[config.mk]
export PLATFORM = sky130hd
export DESIGN_NAME = matrix_pop_ctrl_flat
export DESIGN_NICKNAME = d
export VERILOG_FILES = /design/src/rtl/matrix_pop_ctrl_if.sv /design/src/rtl/matrix_pop_ctrl.sv /design/src/flat_wrapper.sv
export SDC_FILE = /design/constraint.sdc
export NUM_CORES = 1
export LEC_CHECK = 0
export CAP_MARGIN = 30
export CORE_MARGIN = 2
export CORE_UTILIZATION = 44
export DETAILED_ROUTE_END_ITERATION = 16
export HOLD_SLACK_MARGIN = 0.1
export PLACE_DENSITY_LB_ADDON = 0.05
export SYNTH_ARGS = -nofsm -noshare
export SYNTH_HDL_FRONTEND = slang
export SYNTH_SLANG_ARGS = --single-unit
[constraint.sdc]
create_clock -name clk -period 1.7 [get_ports clk]
set_clock_uncertainty 0.15 [all_clocks]
set_input_delay 0.255 -clock clk [delete_from_list [all_inputs] [get_ports clk]]
set_output_delay 0.255 -clock clk [all_outputs]
set_load 0.01 [all_outputs]
[src/rtl/matrix_pop_ctrl_if.sv]
// Handshake bundle between matrix_pop_ctrl, its matrix FIFO and the downstream consumer.
// err is present only when MATRIX_POP_TIMEOUT_EN is defined.
interface matrix_pop_ctrl_if #(
    parameter int unsigned DATA_WIDTH = 8
);
    logic                  start;
    logic [3:0]            N;
    logic                  fifo_empty;
    logic [DATA_WIDTH-1:0] fifo_data;
    logic                  pop;
    logic [DATA_WIDTH-1:0] out_data;
    logic                  out_valid;
    logic                  out_ready;
    logic                  busy;
    logic                  done;
    logic [3:0]            count;
`ifdef MATRIX_POP_TIMEOUT_EN
    logic                  err;
`endif

    modport master (
        output start, N, fifo_empty, fifo_data, out_ready,
`ifdef MATRIX_POP_TIMEOUT_EN
        input  err,
`endif
        input  pop, out_data, out_valid, busy, done, count
    );

    modport slave (
        input  start, N, fifo_empty, fifo_data, out_ready,
`ifdef MATRIX_POP_TIMEOUT_EN
        output err,
`endif
        output pop, out_data, out_valid, busy, done, count
    );
endinterface

[src/rtl/matrix_pop_ctrl.sv]
// Reads one N-element vector from the matrix FIFO and hands it downstream element by element.
// Optional empty-FIFO timeout with err pulse when MATRIX_POP_TIMEOUT_EN is defined.
module matrix_pop_ctrl #(
    parameter int unsigned DATA_WIDTH = 8,
    parameter int unsigned TO_CYCLES  = 255
) (
    input  logic             clk,
    input  logic             rst,
    matrix_pop_ctrl_if.slave bus
);
    localparam int unsigned CNT_W = 4;

    typedef enum logic [2:0] {
        IDLE,
        POP,
        CAPT,
        OUT,
        DONE
    } state_t;

    state_t                state;
    state_t                state_next;
    logic [CNT_W-1:0]      n_q;
    logic [CNT_W-1:0]      count_q;
    logic [CNT_W-1:0]      count_inc_c;
    logic [DATA_WIDTH-1:0] out_data_q;
    logic                  out_valid_q;
    logic                  busy_q;
    logic                  done_q;
    logic                  accept_c;
    logic                  handshake_c;

`ifdef MATRIX_POP_TIMEOUT_EN
    localparam int unsigned TO_W = (TO_CYCLES > 1) ? $clog2(TO_CYCLES) : 1;

    logic [TO_W-1:0] to_cnt_q;
    logic            timeout_c;
    logic            err_q;
`endif

    always_ff @(posedge clk or negedge rst) begin
        if (!rst) begin
            state <= IDLE;
        end else begin
            state <= state_next;
        end
    end

    always_comb begin
        state_next  = state;
        accept_c    = 1'b0;
        handshake_c = 1'b0;
        count_inc_c = count_q + CNT_W'(1);
`ifdef MATRIX_POP_TIMEOUT_EN
        timeout_c   = 1'b0;
`endif
        case (state)
            IDLE: begin
                if (bus.start) begin
                    accept_c   = 1'b1;
                    state_next = (bus.N == '0) ? DONE : POP;
                end
            end
            POP: begin
                if (!bus.fifo_empty) begin
                    state_next = CAPT;
                end
`ifdef MATRIX_POP_TIMEOUT_EN
                else if (to_cnt_q == TO_W'(TO_CYCLES - 1)) begin
                    timeout_c  = 1'b1;
                    state_next = IDLE;
                end
`endif
            end
            CAPT: state_next = OUT;
            OUT: begin
                if (bus.out_ready) begin
                    handshake_c = 1'b1;
                    state_next  = (count_inc_c == n_q) ? DONE : POP;
                end
            end
            DONE:    state_next = IDLE;
            default: state_next = IDLE;
        endcase
    end

    // Status flags are registered from the next state so they line up with the state register.
    always_ff @(posedge clk or negedge rst) begin
        if (!rst) begin
            n_q         <= '0;
            count_q     <= '0;
            out_data_q  <= '0;
            out_valid_q <= 1'b0;
            busy_q      <= 1'b0;
            done_q      <= 1'b0;
        end else begin
            busy_q      <= (state_next != IDLE);
            done_q      <= (state_next == DONE);
            out_valid_q <= (state_next == OUT);
            if (accept_c) begin
                n_q     <= bus.N;
                count_q <= '0;
            end else if (handshake_c) begin
                count_q <= count_inc_c;
            end
            if (state == CAPT) begin
                out_data_q <= bus.fifo_data;
            end
        end
    end

`ifdef MATRIX_POP_TIMEOUT_EN
    // Counts consecutive empty cycles spent in POP; cleared by any other cycle.
    always_ff @(posedge clk or negedge rst) begin
        if (!rst) begin
            to_cnt_q <= '0;
            err_q    <= 1'b0;
        end else begin
            err_q <= timeout_c;
            if ((state == POP) && bus.fifo_empty && !timeout_c) begin
                to_cnt_q <= to_cnt_q + TO_W'(1);
            end else begin
                to_cnt_q <= '0;
            end
        end
    end

    assign bus.err = err_q;
`endif

    // The FIFO read strobe must be combinational so the read lands in the same cycle.
    assign bus.pop       = (state == POP) && !bus.fifo_empty;
    assign bus.out_data  = out_data_q;
    assign bus.out_valid = out_valid_q;
    assign bus.busy      = busy_q;
    assign bus.done      = done_q;
    assign bus.count     = count_q;
endmodule
[src/flat_wrapper.sv]
// flat-port wrapper written by rule: the top's interface ports become plain ports
module matrix_pop_ctrl_flat 
#(
    parameter int unsigned DATA_WIDTH = 8,
    parameter int unsigned TO_CYCLES  = 255
)
  (clk, rst, bus_start, bus_N, bus_fifo_empty, bus_fifo_data, bus_out_ready, bus_pop, bus_out_data, bus_out_valid, bus_busy, bus_done, bus_count);
  matrix_pop_ctrl_if #(.DATA_WIDTH(DATA_WIDTH)) bus_i ();
  input  logic clk;
  input  logic rst;
  input wire logic [$bits(bus_i.start)-1:0] bus_start;
  input wire logic [$bits(bus_i.N)-1:0] bus_N;
  input wire logic [$bits(bus_i.fifo_empty)-1:0] bus_fifo_empty;
  input wire logic [$bits(bus_i.fifo_data)-1:0] bus_fifo_data;
  input wire logic [$bits(bus_i.out_ready)-1:0] bus_out_ready;
  output wire logic [$bits(bus_i.pop)-1:0] bus_pop;
  output wire logic [$bits(bus_i.out_data)-1:0] bus_out_data;
  output wire logic [$bits(bus_i.out_valid)-1:0] bus_out_valid;
  output wire logic [$bits(bus_i.busy)-1:0] bus_busy;
  output wire logic [$bits(bus_i.done)-1:0] bus_done;
  output wire logic [$bits(bus_i.count)-1:0] bus_count;
  assign bus_i.start = bus_start;
  assign bus_i.N = bus_N;
  assign bus_i.fifo_empty = bus_fifo_empty;
  assign bus_i.fifo_data = bus_fifo_data;
  assign bus_i.out_ready = bus_out_ready;
  assign bus_pop = bus_i.pop;
  assign bus_out_data = bus_i.out_data;
  assign bus_out_valid = bus_i.out_valid;
  assign bus_busy = bus_i.busy;
  assign bus_done = bus_i.done;
  assign bus_count = bus_i.count;
  matrix_pop_ctrl #(.DATA_WIDTH(DATA_WIDTH), .TO_CYCLES(TO_CYCLES)) u_core (.clk(clk), .rst(rst), .bus(bus_i));
endmodule
[After elaboration in Yosys (flattened, before gate mapping)]
Index checks and enable logic that the tools add are counted.
Storage, ports and cells
  register bits after elaboration: 22
  output and inout bits: 16
  word-level logic and storage cells: 32
Cells by class
  add/subtract/negate cells: 1
  eq/ne operators: 6
  multiplexer cells: 12
  reduce and logical (&&, ||, !) cells: 6
Operators by type and width (number)
  3-bit two-way mux: 5
  3-bit one-hot mux with 4 select lines: 1
  3-bit by 2-bit == test with 1-bit output, second input constant: 3
  4-bit two-way mux: 2
  4-bit by 1-bit adder with 4-bit output, second input constant: 1
  4-bit == test: 1
  4-bit zero test: 1
  1-bit two-way mux: 4
  3-bit by 1-bit == test with 1-bit output, second input constant: 1
  3-bit == test, second input constant: 1
  3-bit zero test: 1
  3-bit nonzero test: 1
  2-bit nonzero test: 1
  1-bit logical AND: 1
  1-bit zero test: 1

[Logic depth before layout (Yosys ltp)]
  word-level depth: 6
  gate-level depth with buffers: 5

[Least setup slack after synthesis]
Ideal clock, no wire load.
  kind: reg2reg
  from: register u_core.count_q[0], in the netlist u_core.bus.count[0]
  to: register u_core.state[0]
  setup time: 0.120 ns
  arrival time: 1.386 ns
  setup slack: 0.044 ns
  stages on the path, launching flop included: 6
  path buffers: 0
  clock period less this slack: 1.656 ns
  path through: dfrtp_1 -> ha_1 -> xor2_1 -> nor2_1 -> nand4_1 -> a41o_1
Between the ends
  word-level cells in the longest chain between the ends: 5
Ends and longest elaborated chain
  from (decl): line matrix_pop_ctrl.sv:24  | logic [CNT_W-1:0] count_q;
  from (signal assigned): line matrix_pop_ctrl.sv:104  | count_q <= count_inc_c;
  4-bit by 1-bit adder with 4-bit output: line matrix_pop_ctrl.sv:53  | count_inc_c = count_q + CNT_W'(1);
  4-bit == test: line matrix_pop_ctrl.sv:79  | state_next = (count_inc_c == n_q) ? DONE : POP;
  3-bit two-way mux: line matrix_pop_ctrl.sv:79
  3-bit two-way mux: line matrix_pop_ctrl.sv:77  | if (bus.out_ready) begin
  3-bit one-hot mux with 4 select lines: line matrix_pop_ctrl.sv:57  | case (state)
  via u_core.state_next[0]: line matrix_pop_ctrl.sv:22  | state_t state_next;
  to (signal assigned): line matrix_pop_ctrl.sv:45  | state <= state_next;
  to (decl): line matrix_pop_ctrl.sv:21  | state_t state;
The timed path passes the listed nets, and every way through them passes these cells.
A chain may end at the register's enable or synchronous reset.

[Worst setup path in the final report]
  from: input port bus_fifo_empty
  to: output port bus_pop
Between the ends
  word-level cells in the longest chain between the ends: 2
Ends and longest elaborated chain
  from (decl): line flat_wrapper.sv:13  | input wire logic [$bits(bus_i.fifo_empty)-1:0] bus_fifo_empty;
  1-bit zero test
  1-bit logical AND: line matrix_pop_ctrl.sv:132  | assign bus.pop = (state == POP) && !bus.fifo_empty;
  to (decl): line flat_wrapper.sv:16  | output wire logic [$bits(bus_i.pop)-1:0] bus_pop;
No other way between the ends.

==> flow_summary.ini <==
[global_routing]
grt_max_degree = 23
grt_pass1_vias = 840
grt_first_pass_wirelength_mm = 3.56
grt.total_usage = 0.183
antenna_found_initial = 0
grt.overflow.total = 0

[timing]
worstMarginPinSlew_ns = 0.368
period_minus_slack_ns = 1.72
setup_viol = 1
timing.hold.ws_ns = 0.128
setup_ws_ns = -0.0207
finalHoldViolations = 0
rsz0062_at_grt = true
slew_viol_final = 0
fmax_mhz = 581
max_slew_margin = 0.755
post-route-period-util = 1.01

[power_and_ir_drop]
power_density_mw_per_mm2 = 1620
p_leak_uw = 0.000658
total_power_uw = 2470
ir_drop_v = 0.00106

[run]
max_cap_viol_count = 0

[detailed_routing]
met1_length_um = 858
routed_wl_mm = 2.20
vias = 809
route.met3.wl_um = 123
drcViolationCount = 0
final_antenna_net_count = 0
dr.pass1.iters = 6
via_per_inst = 5.12
top_layer = met4
wl_per_cell_um = 13.9
wl_met2_mm = 1.16
drtIter0Drc = 3

[placed_design]
detailed_place_hpwl_mm = 1.71
place_congestion = 0.757
port_buffers = 32
placed_cell_area_mm2 = 0.00147
dp_cells = 152

[cts]
path_clk_slew_ns = 0.11
clockBufferDepth = 2
clkLatencyLatePin_ns = 0.31
cts_hold_buf = 0
h-tree-depth = 1
cts-root-buf = clkbuf_4
cts_made_buffers = 3
cts_tree = yes
cts_num_sinks = 22

[worst_setup_path]
crit_path_start_kind = input pin
r2r_setup_slack_ns = 0.08
crit_type = in -> out
rr_endpoint = u_core.state[0]
worstPathArrival_ns = 1.32
cp-end-kind = output pin
reg2reg_depth = 6
required_ns = 1.29
rr_startpoint = u_core.bus.count[0]
crit_fanout = 2

[yosys]
ys_seq_area_frac = 0.539
avgSynthCellArea_um2 = 12.6
yosysWarnings = 0
syn_inst = 81
synth_most_common_cell = dfrtp_1
synthTopCellsByArea = dfrtp_1, mux2_2, xnor2_1
synth_top_area_frac = 0.539
synth_seq_cells = 22
synth_top_area_cell = dfrtp_1
netlist_area_mm2 = 0.00102
netlist_top_cells_count = dfrtp_1, mux2_2, o21ai_0
synth-edff-count = 0
synth_cell_types = 28
syn_nets = 99
ys.flop_type = dfrtp_1
synth-async-reset-ratio = 1.00

[floorplan]
die_w_um = 52.2
core_area_mm2 = 0.00221
rows = 17
ios = 33
fp.dieH_um = 52.2
start_util = 0.462
dieArea_mm2 = 0.00272

[cells_and_area]
area_growth_pct = 49.1
n_fill_cell = 184
final_area_mm2 = 0.00152
layout-drive-gt1-share = 0.308
diodes = 0
post-route-util = 0.689
final_nets = 150
layout.cells.non_filler = 158

[status]
status = complete, but fails checks
violations = negative setup slack

[hold_path]
hold_path.class = in -> async
sequential cells by signal, summed over array words and instances (netlist names):
signal                cells
u_core.bus.busy           1
u_core.n_q                4
u_core.bus.done           1
u_core.bus.out_data       8
u_core.bus.out_valid      1
u_core.bus.count          4
u_core.state              3
stage by stage:
| stage | setup TNS, ns | setup slack [ns] |
|---|---|---|
| after floorplan | 0 | 0.0436 |
| after global placement | -0.681 | -0.369 |
| after detailed placement | -0.801 | -0.395 |
| after CTS | -0.0397 | -0.0397 |
| after global routing | -0.114 | -0.0863 |
| final | -0.0207 | -0.0207 |
how the worst max path moves through the flow:
| stage | from | endpoint | slack, ns | depth (start not counted) |
|---|---|---|---|---|
| 2_1_floorplan | u_core.bus.count[0] | u_core.state[0] | 0.04 | 5 |
| 3_5_place_dp | bus_fifo_empty | bus_pop | -0.40 | 4 |
| 6_report | bus_fifo_empty | bus_pop | -0.02 | 4 |
| 5_1_grt | u_core.state[1] | bus_pop | -0.09 | 3 |
| 3_3_place_gp | bus_fifo_empty | bus_pop | -0.37 | 4 |
| 4_1_cts | u_core.state[1] | bus_pop | -0.04 | 3 |
critical path, stage by stage:
cell and delay [ns]:
clkdlybuf4s50_1 0.42, or3b_4 0.40, nor2_1 0.10, buf_2 0.13
layout by cell type, fill, tap and decap left out, drive strengths merged, types with 2 or more instances in the layout:
cell / n
mux2: 12
clkbuf: 3
inv: 2
xnor2: 4
nor2: 6
dfrtp: 22
o21ai: 7
nand2: 5
buf: 17
nand3: 2
clkdlybuf4s50: 29
a21oi: 2
xor2: 3
layout make-up:
type,instances,area [um2],share of cell area
Inverter,2,7.51,0.00493
Timing Repair Buffer,48,447,0.293
Sequential cell,22,551,0.361
Multi-Input combinational cell,55,462,0.303
Tap cell,28,35.0,0.0230
Clock buffer,3,22.5,0.0148
metal layers:
layer | track usage | vias to the layer above
met2 | 0.340 | 23
met5 | 0 | -
met1 | 0.187 | 394
met4 | 0.0897 | 0
li1 | - | 387
met3 | 0.0486 | 5
report_power, final:
part	total (uW)	switching, uW	internal, uW
clock network	232	149	82.9
logic	1360	556	802
registers	879	132	747
total	2470	836	1630
repair_timing:
| item | 4_1_cts | 5_1_grt |
|---|---|---|
| buffers inserted | 3 | 0 |
| gates resized for setup | 6 | 5 |
| pin swaps | 1 | 6 |
| setup endpoints to repair | 6 | 4 |
kinds of logic after synthesis:
logic type,Yosys count,share of synthesized area
adders and majority gates,1,0.0122
and+or+nand+nor,21,0.131
xor gates and xnor gates,7,0.0600
AOI/OAI and AO/OA,14,0.0967
muxes,12,0.132
buffers and inverters,4,0.0294
DFF,22,0.539
Power figures use the tool's default switching activity.
